==> config.mk <==
export PLATFORM = sky130hd
export DESIGN_NAME = uart_rx
export DESIGN_NICKNAME = d
export VERILOG_FILES = /design/src/rtl/uart_rx.sv
export SDC_FILE = /design/constraint.sdc
export NUM_CORES = 1
export LEC_CHECK = 0
export BUFFER_PORTS_ARGS = -buffer_cell sky130_fd_sc_hd__buf_2
export CAP_MARGIN = 40
export CORE_ASPECT_RATIO = 1.25
export CORE_MARGIN = 8
export CORE_UTILIZATION = 59
export CTS_CLUSTER_SIZE = 40
export DETAILED_ROUTE_END_ITERATION = 16
export PLACE_DENSITY = 0.77
export SYNTH_ARGS = -nofsm -noshare
export SYNTH_HDL_FRONTEND = slang
export SYNTH_SLANG_ARGS = --single-unit
==> constraint.sdc <==
create_clock -name clock -period 2.6 [get_ports clock]
set_clock_uncertainty 0.1 [all_clocks]
set_input_delay 0.26 -clock clock [delete_from_list [all_inputs] [get_ports clock]]
set_output_delay 0.26 -clock clock [all_outputs]
set_load 0.05 [all_outputs]
==> src/rtl/uart_rx.sv <==
// UART receiver: 8N1, LSB first, idle-high line, CLOCKS_POR_BIT clocks per bit.
// Delivers each good byte with a one-cycle byteValido strobe and flags a low stop bit with erroDeQuadro.
module uart_rx #(
   parameter int CLOCKS_POR_BIT = 5209
) (
   input  logic       clock,
   input  logic       reset_n,
   input  logic       bitSerialEntrada,
   output logic [7:0] byteRecebido,
   output logic       byteValido,
   output logic       erroDeQuadro,
   output logic       indicaRecepcao
);

   localparam int LARGURA = $clog2(CLOCKS_POR_BIT);
   localparam logic [LARGURA-1:0] MEIO_BIT = LARGURA'((CLOCKS_POR_BIT - 1) / 2);
   localparam logic [LARGURA-1:0] FIM_BIT  = LARGURA'(CLOCKS_POR_BIT - 1);

   typedef enum logic [2:0] {
      ESPERA          = 3'd0,
      VERIFICA_INICIO = 3'd1,
      RECEBE_BITS     = 3'd2,
      RECEBE_PARADA   = 3'd3,
      LIMPEZA         = 3'd4,
      AGUARDA_LINHA   = 3'd5
   } estado_t;

   estado_t            estado;
   logic               linhaMeta;
   logic               linhaSync;
   logic [LARGURA-1:0] contadorDeClock;
   logic [2:0]         indice;
   logic [7:0]         registroDeslocamento;

   // Two-flop synchronizer; both flops reset to the idle (high) level.
   always_ff @(posedge clock) begin
      if (!reset_n) begin
         linhaMeta <= 1'b1;
         linhaSync <= 1'b1;
      end else begin
         linhaMeta <= bitSerialEntrada;
         linhaSync <= linhaMeta;
      end
   end

   // Output handshake: byteValido and erroDeQuadro are single-cycle strobes with no
   // back-pressure; the consumer must take byteRecebido in the cycle byteValido is high.
   always_ff @(posedge clock) begin
      if (!reset_n) begin
         estado               <= ESPERA;
         contadorDeClock      <= '0;
         indice               <= 3'd0;
         registroDeslocamento <= 8'h00;
         byteRecebido         <= 8'h00;
         byteValido           <= 1'b0;
         erroDeQuadro         <= 1'b0;
         indicaRecepcao       <= 1'b0;
      end else begin
         byteValido   <= 1'b0;
         erroDeQuadro <= 1'b0;
         case (estado)
            ESPERA: begin
               contadorDeClock <= '0;
               indice          <= 3'd0;
               indicaRecepcao  <= 1'b0;
               if (!linhaSync) begin
                  estado         <= VERIFICA_INICIO;
                  indicaRecepcao <= 1'b1;
               end
            end

            // A low that is gone by mid start bit is a glitch, not a frame.
            VERIFICA_INICIO: begin
               if (contadorDeClock == MEIO_BIT) begin
                  contadorDeClock <= '0;
                  if (!linhaSync) begin
                     estado <= RECEBE_BITS;
                  end else begin
                     estado         <= ESPERA;
                     indicaRecepcao <= 1'b0;
                  end
               end else begin
                  contadorDeClock <= contadorDeClock + 1'b1;
               end
            end

            RECEBE_BITS: begin
               if (contadorDeClock == FIM_BIT) begin
                  contadorDeClock              <= '0;
                  registroDeslocamento[indice] <= linhaSync;
                  if (indice == 3'd7) begin
                     indice <= 3'd0;
                     estado <= RECEBE_PARADA;
                  end else begin
                     indice <= indice + 3'd1;
                  end
               end else begin
                  contadorDeClock <= contadorDeClock + 1'b1;
               end
            end

            RECEBE_PARADA: begin
               if (contadorDeClock == FIM_BIT) begin
                  contadorDeClock <= '0;
                  if (linhaSync) begin
                     byteRecebido <= registroDeslocamento;
                     byteValido   <= 1'b1;
                     estado       <= LIMPEZA;
                  end else begin
                     erroDeQuadro <= 1'b1;
                     estado       <= AGUARDA_LINHA;
                  end
               end else begin
                  contadorDeClock <= contadorDeClock + 1'b1;
               end
            end

            LIMPEZA: begin
               estado         <= ESPERA;
               indicaRecepcao <= 1'b0;
            end

            // Hold here through a break so a stuck-low line cannot start a new frame.
            AGUARDA_LINHA: begin
               if (linhaSync) begin
                  estado         <= ESPERA;
                  indicaRecepcao <= 1'b0;
               end
            end

            default: begin
               estado          <= ESPERA;
               contadorDeClock <= '0;
               indice          <= 3'd0;
               indicaRecepcao  <= 1'b0;
            end
         endcase
      end
   end

endmodule

After elaboration in Yosys (flattened, before gate mapping)
Index checks and enable logic that the tools add are counted.
{"block": "word_totals", "ramBits": 0, "latch_bits": 0, "output_inout_bits": 11, "word_cells": 64, "mem_bits_ro": 0, "reg_bits": 40, "memories": 0}
{"block": "op_classes", "mul": 0, "n_div": 0, "n_shift": 0, "add_sub_neg": 2, "eq_ne": 14, "bitwise": 2, "muxes": 23, "n_reduce_logical": 11, "n_lt_le_gt_ge": 2}
{"operator": "case mux 13 bit (3 select lines)", "count": 1}
{"operator": "two-way mux 13 bit", "count": 2}
{"operator": "two-way mux 3 bit", "count": 8}
{"operator": "case mux 3 bit (5 select lines)", "count": 1}
{"operator": "adder 13 x 1 -> 13 bit, second input constant", "count": 1}
{"operator": "== test 13 x 12 -> 1 bit, second input constant", "count": 1}
{"operator": "== test 13 bit, second input constant", "count": 1}
{"operator": "!= test 2 bit, second input constant", "count": 6}
{"operator": "== test 3 bit, second input constant", "count": 3}
{"operator": "bitwise mux 8 bit", "count": 1}
{"operator": "== test 3 x 2 -> 1 bit, second input constant", "count": 2}
{"operator": "two-way mux 1 bit", "count": 6}
{"operator": "case mux 3 bit (2 select lines)", "count": 1}
{"operator": "AND reduction 2 bit", "count": 3}
{"operator": "AND reduction 3 bit", "count": 2}
{"operator": "AND reduction 6 bit", "count": 1}
{"operator": "< comparator 3 x 4 -> 1 bit, second input constant", "count": 1}
{"operator": "case mux 1 bit (4 select lines)", "count": 1}
{"operator": "OR reduction 2 bit", "count": 2}
{"operator": "OR reduction 4 bit", "count": 1}
{"operator": "adder 3 x 1 -> 3 bit, second input constant", "count": 1}
{"operator": "demux 1 bit (select 3 bit)", "count": 1}
{"operator": "== test 3 x 1 -> 1 bit, second input constant", "count": 1}
{"operator": ">= comparator 3 x 1 -> 1 bit, second input constant", "count": 1}
{"operator": "other kinds (4)", "count": 5}

Depth between registers and ports, before layout
Gate-level depths: netlist (run 1).
{"block": "logic_depth", "ltp_word": 5, "mapped_depth": 8}

Least setup slack after synthesis (run 1)
OpenSTA, ideal clock, no wires.
{"block": "synth_path", "path_kind": "reg-to-reg", "from": "register contadorDeClock[0]", "to": "register registroDeslocamento[0]", "stages_incl_launch_ff": 9, "n_path_buf": 1, "arrival_time_ps": 1794, "required_time_ps": 2369, "slack_ps": 575, "setup_ps": 131, "path_cell_list": "dfxtp_1 > inv_1 > ha_1 > nor3b_4 > nand4_4 > or4_1 > buf_2 > o311ai_1 > o41ai_1"}
{"block": "synth_via", "elab_chain_cells": 2}
{"item": "start: declaration", "line_no": "31", "text": "logic [LARGURA-1:0] contadorDeClock;"}
{"item": "start signal: assignment", "line_no": "83", "text": "contadorDeClock <= contadorDeClock + 1'b1;"}
{"item": "start signal: assignment", "line_no": "98", "text": "contadorDeClock <= contadorDeClock + 1'b1;"}
{"item": "start signal: assignment", "line_no": "114", "text": "contadorDeClock <= contadorDeClock + 1'b1;"}
{"item": "== test 13 bit", "line_no": "88", "text": "if (contadorDeClock == FIM_BIT) begin"}
{"item": "AND reduction 2 bit (no line)"}
{"item": "end signal: indexed assignment", "line_no": "90", "text": "registroDeslocamento[indice] <= linhaSync;"}
{"item": "end: declaration", "line_no": "33", "text": "logic [7:0] registroDeslocamento;"}
No other way between the ends.
A chain may end at the register's enable or synchronous reset.

Final worst setup path (run 1)
Ends and elaborated chain as after synthesis.

==> results.sh, run 1 <==
export IMPL_drt_first_pass_iters=4
export IMPL_cap_viol_max_count=0
export IMPL_gp_congestion=0.911
export IMPL_portBuffers=13
export IMPL_powerDensity_nw_per_um2=612
export IMPL_antenna_found_initial=0
export IMPL_clk_path_buf_depth=2
export IMPL_power_mw=1.31
export IMPL_cts_sinks=40
export IMPL_drtIter0Drc=113
export IMPL_finalSetupTns_ns=0
export IMPL_p_leak_nw=0.833
export IMPL_synthTopCellsByArea="dfxtp_1, mux2i_1, nand2_1"
export IMPL_path_cells="inv_1, ha_1, nor3b_4, nand4_4, or4_1, o311ai_1, o41ai_1"
export IMPL_synth_top_area_cell="dfxtp_1"
export IMPL_start_util_pct=61.2
export IMPL_slowest_delay_ns=0.58
export IMPL_max_freq_ghz=0.438
export IMPL_cp_slowest_cell="or4_1"
export IMPL_power_switching_uw=377
export IMPL_post_route_drc_count=0
export IMPL_ir_drop_uv=618
export IMPL_crit_family="simple AND/OR/NAND/NOR gates"
export IMPL_p_sw_share_pct=28.7
export IMPL_pre_cts_ws_ns=0.381
export IMPL_grt_overflow=0
export IMPL_drt_total_wl_mm=4.50
export IMPL_hold_viol=0
export IMPL_pwr_share_clk_pct=31.9
export IMPL_fin_util_pct=67.3
export IMPL_grt_pass1_wl_mm=7.62
export IMPL_track_usage_pct=17.8
export IMPL_die_w_microns=67.5
export IMPL_crit_fanout=7
export IMPL_synth_nets=229
export IMPL_grt_max_degree=18
export IMPL_synth_edf_count=0
export IMPL_cts_tree="built"
export IMPL_p_comb_share_pct=19.2
export IMPL_critPathLaunchType="flop"
export IMPL_arrival_ns=2.35
export IMPL_root_buffer="clkbuf_8"
export IMPL_rsz0062_at_grt="no"
export IMPL_yosysUniqueCellTypes=49
export IMPL_drive_gt1_share_pct=15.1
export IMPL_synthArstFlopShare_pct=0
export IMPL_syn_inst=222
export IMPL_antennaDiodeCount=0
export IMPL_dp_hpwl_mm=3.22
export IMPL_rows=23
export IMPL_ys_flop_type="dfxtp_1"
export IMPL_post_cts_buffers=0
export IMPL_route_antenna_remaining_nets=0
export IMPL_internal_power_uw=937
export IMPL_synth_seq_cells=40
export IMPL_worst_pin_slew_ns=0.746
export IMPL_area_growth_pct=9.92
export IMPL_cts_resized=0
export IMPL_vias_per_cell=6.17
export IMPL_synthesis_area_sq_um=1950
export IMPL_period_minus_slack_ns=2.28
export IMPL_grt_pass1_vias=1732
export IMPL_fillers=274
export IMPL_end_kind="flop"
export IMPL_clk_latency_ns=0.29
export IMPL_num_io_pins=14
export IMPL_clkTransAtPathRegs_ns=0.07
export IMPL_syn_area_per_cell_sq_um=8.80
export IMPL_cts_buffers_inserted=5
export IMPL_critPathKind="flop to flop"
export IMPL_min_period_over_period_pct=87.7
export IMPL_routedWlPerCell_microns=16.4
export IMPL_synth_warnings=0
export IMPL_vias=1696
export IMPL_hp_class="primary input to flop"
export IMPL_coreArea_sq_um=3190
export IMPL_slew_viol_final=0
export IMPL_seq_area_frac_synth_pct=41.0
export IMPL_fp_dieArea_sq_um=5420
export IMPL_setup_violations=0
export IMPL_ctsHoldBuffers=0
export IMPL_nNetsFinal=244
export IMPL_h_tree_depth=2
export IMPL_path_buf_inv=1
export IMPL_die_y_microns=80.4
export IMPL_cp_data_required_time_ns=2.66
export IMPL_slew_headroom_pct=49.0
export IMPL_fin_ws_ns=0.319
export IMPL_seq_power_share_pct=48.9
export IMPL_outcome="completed"
export IMPL_synth_top_area_share_pct=41.0
registers in the layout, indices dropped and copies added, names as in the netlist:
name	cells
erroDeQuadro	1
indicaRecepcao	1
byteValido	1
indice	3
registroDeslocamento	8
byteRecebido	8
contadorDeClock	13
estado	3
linhaMeta	1
linhaSync	1
power groups by stage:
stage,Clock (mW),Combinational [mW],Sequential (mW)
after global routing,0.448,0.274,0.645
after floorplan,0,0.171,0.660
after CTS,0.430,0.247,0.642
after global placement,0,0.236,0.655
final,0.419,0.253,0.643
after detailed placement,0,0.244,0.657
cell usage after synthesis, drive strengths merged (2+ instances only):
master / count
dfxtp: 40
nand2: 28
nor2: 26
mux2i: 17
nand3: 14
a31oi: 8
clkbuf: 7
inv: 6
o21ai: 6
a21oi: 5
buf: 5
nand2b: 5
and3: 4
ha: 4
nand3b: 4
nor4: 4
or3: 4
nor3: 3
nor3b: 3
xor2: 3
and3b: 2
nand4: 2
nor4b: 2
o211ai: 2
o41ai: 2
cell families (layout without fill, tap and decap cells):
kind of cell             Yosys count  in the layout  synth area share (%)
flip-flops                        40             40                  41.0
AND/OR/NAND/NOR                  106            106                  30.3
XOR/XNOR                           3              3                  1.34
multiplexers                      17             17                  8.71
AO/OA/AOI/OAI                     34             34                  11.8
adder cells (fa/ha/maj)            4              4                  2.56
buffers and inverters             18             34                  4.35
layout by cell type (no fill, tap or decap), types with 3 or more instances in the layout:
cell       n
xor2_1     3
nand3_1   14
ha_1       4
nand2b_1   5
inv_1      6
a31oi_1    8
buf_2     13
buf_4      7
and3_1     3
clkbuf_8   6
nor4_1     4
or3_1      3
nand3b_1   4
nand2_1   28
nor2_1    26
dfxtp_1   40
mux2i_1   17
o21ai_0    6
a21oi_1    5
final cells by class:
type | instances | area [sq um] | area share [%]
clock buffers | 6 | 82.6 | 3.84
clock inverters | 2 | 10.0 | 0.466
inverters | 6 | 22.5 | 1.05
multi-input cells | 164 | 1070 | 49.7
flip-flops and latches | 40 | 801 | 37.3
well taps | 37 | 46.3 | 2.15
repair buffers | 20 | 118 | 5.47
per-layer routing:
metal	up-vias	wire, microns	track usage (%)
met4	0	127	10.5
met5	-	0	0
li1	824	-	-
met2	54	2450	32.5
met3	14	200	3.62
met1	804	1720	17.7
per-stage QoR:
step / instance area (sq um) / hold slack (ns) / cells
finish: 2150 / 0.0618 / 275
global route: 2150 / 0.0761 / 275
CTS: 2150 / 0.0570 / 275
detailed placement: 2060 / 0.320 / 267
global placement: 2060 / 0.288 / 267
floorplan: 1950 / 0.261 / 222
worst paths after layout:
kind | startpoint | endpoint | slack (ns) | cells after the start
worst max register to register | contadorDeClock[0] | registroDeslocamento[0] | 0.32 | 7
worst min-delay path | bitSerialEntrada | linhaMeta | 0.06 | 2
worst max-delay path | contadorDeClock[0] | registroDeslocamento[0] | 0.32 | 7
worst min register to register | linhaMeta | linhaSync | 0.34 | 1
worst register-to-register path, delay by kind of cell, from the launching register on:
family / cells / cell delay [ns]
and+or+nand+nor: 3 / 1.02
AOI/OAI and AO/OA: 2 / 0.44
DFF: 1 / 0.34
adders and majority gates: 1 / 0.15
buffers and inverters: 1 / 0.10
(Power assumes the default switching activity.)
==> run 2: changes to the inputs <==
--- a/config.mk
+++ b/config.mk
@@ -9,10 +9,10 @@
 export CAP_MARGIN = 40
 export CORE_ASPECT_RATIO = 1.25
 export CORE_MARGIN = 8
-export CORE_UTILIZATION = 59
+export CORE_UTILIZATION = 27
 export CTS_CLUSTER_SIZE = 40
 export DETAILED_ROUTE_END_ITERATION = 16
-export PLACE_DENSITY = 0.77
+export PLACE_DENSITY = 0.41
 export SYNTH_ARGS = -nofsm -noshare
 export SYNTH_HDL_FRONTEND = slang
 export SYNTH_SLANG_ARGS = --single-unit
==> run 2 against run 1 <==
Via count shrank 4.6%. Sequential cell count is the same. Die area grew 89%. Combinational power grew 8%. Largest power group unchanged. Power grew 2.1%. Wire length grew 1.9%. Non-clock buffer count grew 4. Hold slack lost 0.0044 ns. Critical path depth is the same. Critical endpoint unchanged. Final cell count grew 21%. Largest cell class unchanged.
==> results.sh, run 2 (synthesis results as in run 1) <==
export IMPL_grt_pass1_vias=1600
export IMPL_cts_resized=0
export IMPL_hp_class="primary input to flop"
export IMPL_reg_top3="contadorDeClock x13, byteRecebido x8, registroDeslocamento x8"
export IMPL_cts_buffers_inserted=5
export IMPL_portBuffers=13
export IMPL_track_usage_pct=9.33
export IMPL_fp_dieArea_sq_um=10200
export IMPL_largest_reg_flops=13
export IMPL_hold_viol=0
export IMPL_layout_commonest_cell="dfxtp_1"
export IMPL_slew_headroom_pct=51.8
export IMPL_grt_overflow=0
export IMPL_vias_per_cell=4.87
export IMPL_power_switching_uw=384
export IMPL_rsz0062_at_grt="no"
export IMPL_clkTransAtPathRegs_ns=0.08
export IMPL_vias=1618
export IMPL_arrival_ns=2.25
export IMPL_p_leak_nw=0.848
export IMPL_p_sw_share_pct=28.6
export IMPL_min_period_over_period_pct=84.1
export IMPL_p_comb_share_pct=20.3
export IMPL_pwr_share_clk_pct=31.9
export IMPL_end_kind="flop"
export IMPL_ir_drop_uv=222
export IMPL_final_cells=332
export IMPL_internal_power_uw=958
export IMPL_max_freq_ghz=0.457
export IMPL_outcome="completed"
export IMPL_drive_gt1_share_pct=15.7
export IMPL_reg2regPathDepth=7
export IMPL_finalSetupTns_ns=0
export IMPL_setup_violations=0
export IMPL_route_antenna_remaining_nets=0
export IMPL_top_register="contadorDeClock"
export IMPL_grt_max_degree=20
export IMPL_clk_path_buf_depth=2
export IMPL_final_cell_mix="dfxtp_1, nand2_1, nor2_1"
export IMPL_drtIter0Drc=76
export IMPL_post_route_drc_count=0
export IMPL_die_w_microns=92.1
export IMPL_slew_viol_final=0
export IMPL_cap_viol_max_count=0
export IMPL_area_growth_pct=14.7
export IMPL_h_tree_depth=2
export IMPL_cp_data_required_time_ns=2.67
export IMPL_worst_pin_slew_ns=0.722
export IMPL_antennaDiodeCount=0
export IMPL_clk_latency_ns=0.28
export IMPL_period_minus_slack_ns=2.19
export IMPL_worstHoldPathCells=2
export IMPL_coreArea_sq_um=6980
export IMPL_root_buffer="clkbuf_8"
export IMPL_cts_tree="built"
export IMPL_ctsHoldBuffers=0
export IMPL_gp_congestion=0.731
export IMPL_drt_first_pass_iters=4
export IMPL_crit_fanout=7
export IMPL_start_util_pct=28.0
export IMPL_nNetsFinal=248
export IMPL_critPathKind="flop to flop"
export IMPL_routedWlPerCell_microns=13.8
export IMPL_antenna_found_initial=0
export IMPL_num_io_pins=14
export IMPL_die_y_microns=111
export IMPL_rows=34
export IMPL_critPathLaunchType="flop"
export IMPL_powerDensity_nw_per_um2=598
export IMPL_drt_total_wl_mm=4.58
export IMPL_post_place_cells=324
export IMPL_dp_hpwl_mm=3.25
export IMPL_seq_power_share_pct=47.9
export IMPL_cts_sinks=40
export IMPL_post_cts_buffers=0
export IMPL_grt_pass1_wl_mm=7.85
run 2: changes by cell type in the layout (fill, tap and decap cells not counted), sizes merged:
cell,previous run,this run
clkbuf,6,8
buf,20,24
clkinv,2,0
run 2: final timing paths:
check | startpoint | endpoint | slack [ns]
max reg2reg | contadorDeClock[0] | registroDeslocamento[0] | 0.41
min | bitSerialEntrada | linhaMeta | 0.06
max | contadorDeClock[0] | registroDeslocamento[0] | 0.41
min reg2reg | linhaMeta | linhaSync | 0.31
run 2: critical path, stage by stage, from the launching register on:
cell and delay, ns:
dfxtp_1 0.35, inv_1 0.10, ha_1 0.15, nor3b_4 0.23, nand4_4 0.18, or4_1 0.57
o311ai_1 0.27, o41ai_1 0.11
run 2: power groups by stage:
stage	logic, mW	clock network (mW)	registers, mW
detailed placement	0.273	0	0.656
finish	0.272	0.428	0.642
global route	0.301	0.473	0.645
global placement	0.276	0	0.655
floorplan	0.171	0	0.660
CTS	0.275	0.448	0.642
run 2: stage by stage:
stage | hold slack (ns) | power, mW | cell area [sq um] | worst slack, ns | utilization, %
3_5_place_dp | 0.297 | 0.930 | 2150 | 0.406 | 30.8
3_3_place_gp | 0.295 | 0.931 | 2150 | 0.458 | 30.8
5_1_grt | 0.0467 | 1.42 | 2240 | 0.201 | 32.1
2_1_floorplan | 0.261 | 0.831 | 1950 | 0.575 | -
6_report | 0.0574 | 1.34 | 2240 | 0.413 | 32.1
4_1_cts | 0.0500 | 1.37 | 2240 | 0.394 | 32.1
run 2: final cells by class:
type                            instances  area [sq um]
Inverter                                6          22.5
Timing Repair Buffer                   24           148
Multi-Input combinational cell        164          1070
Tap cell                               90           113
Clock buffer                            8          90.1
Sequential cell                        40           801
Fill cell                             758          4730
run 2: per-layer routing:
layer  global-route usage [%]  routed length (microns)
met5                        0                        0
met4                     3.99                       57
met3                     1.96                      113
met2                     16.3                     2310
met1                     10.6                     2100
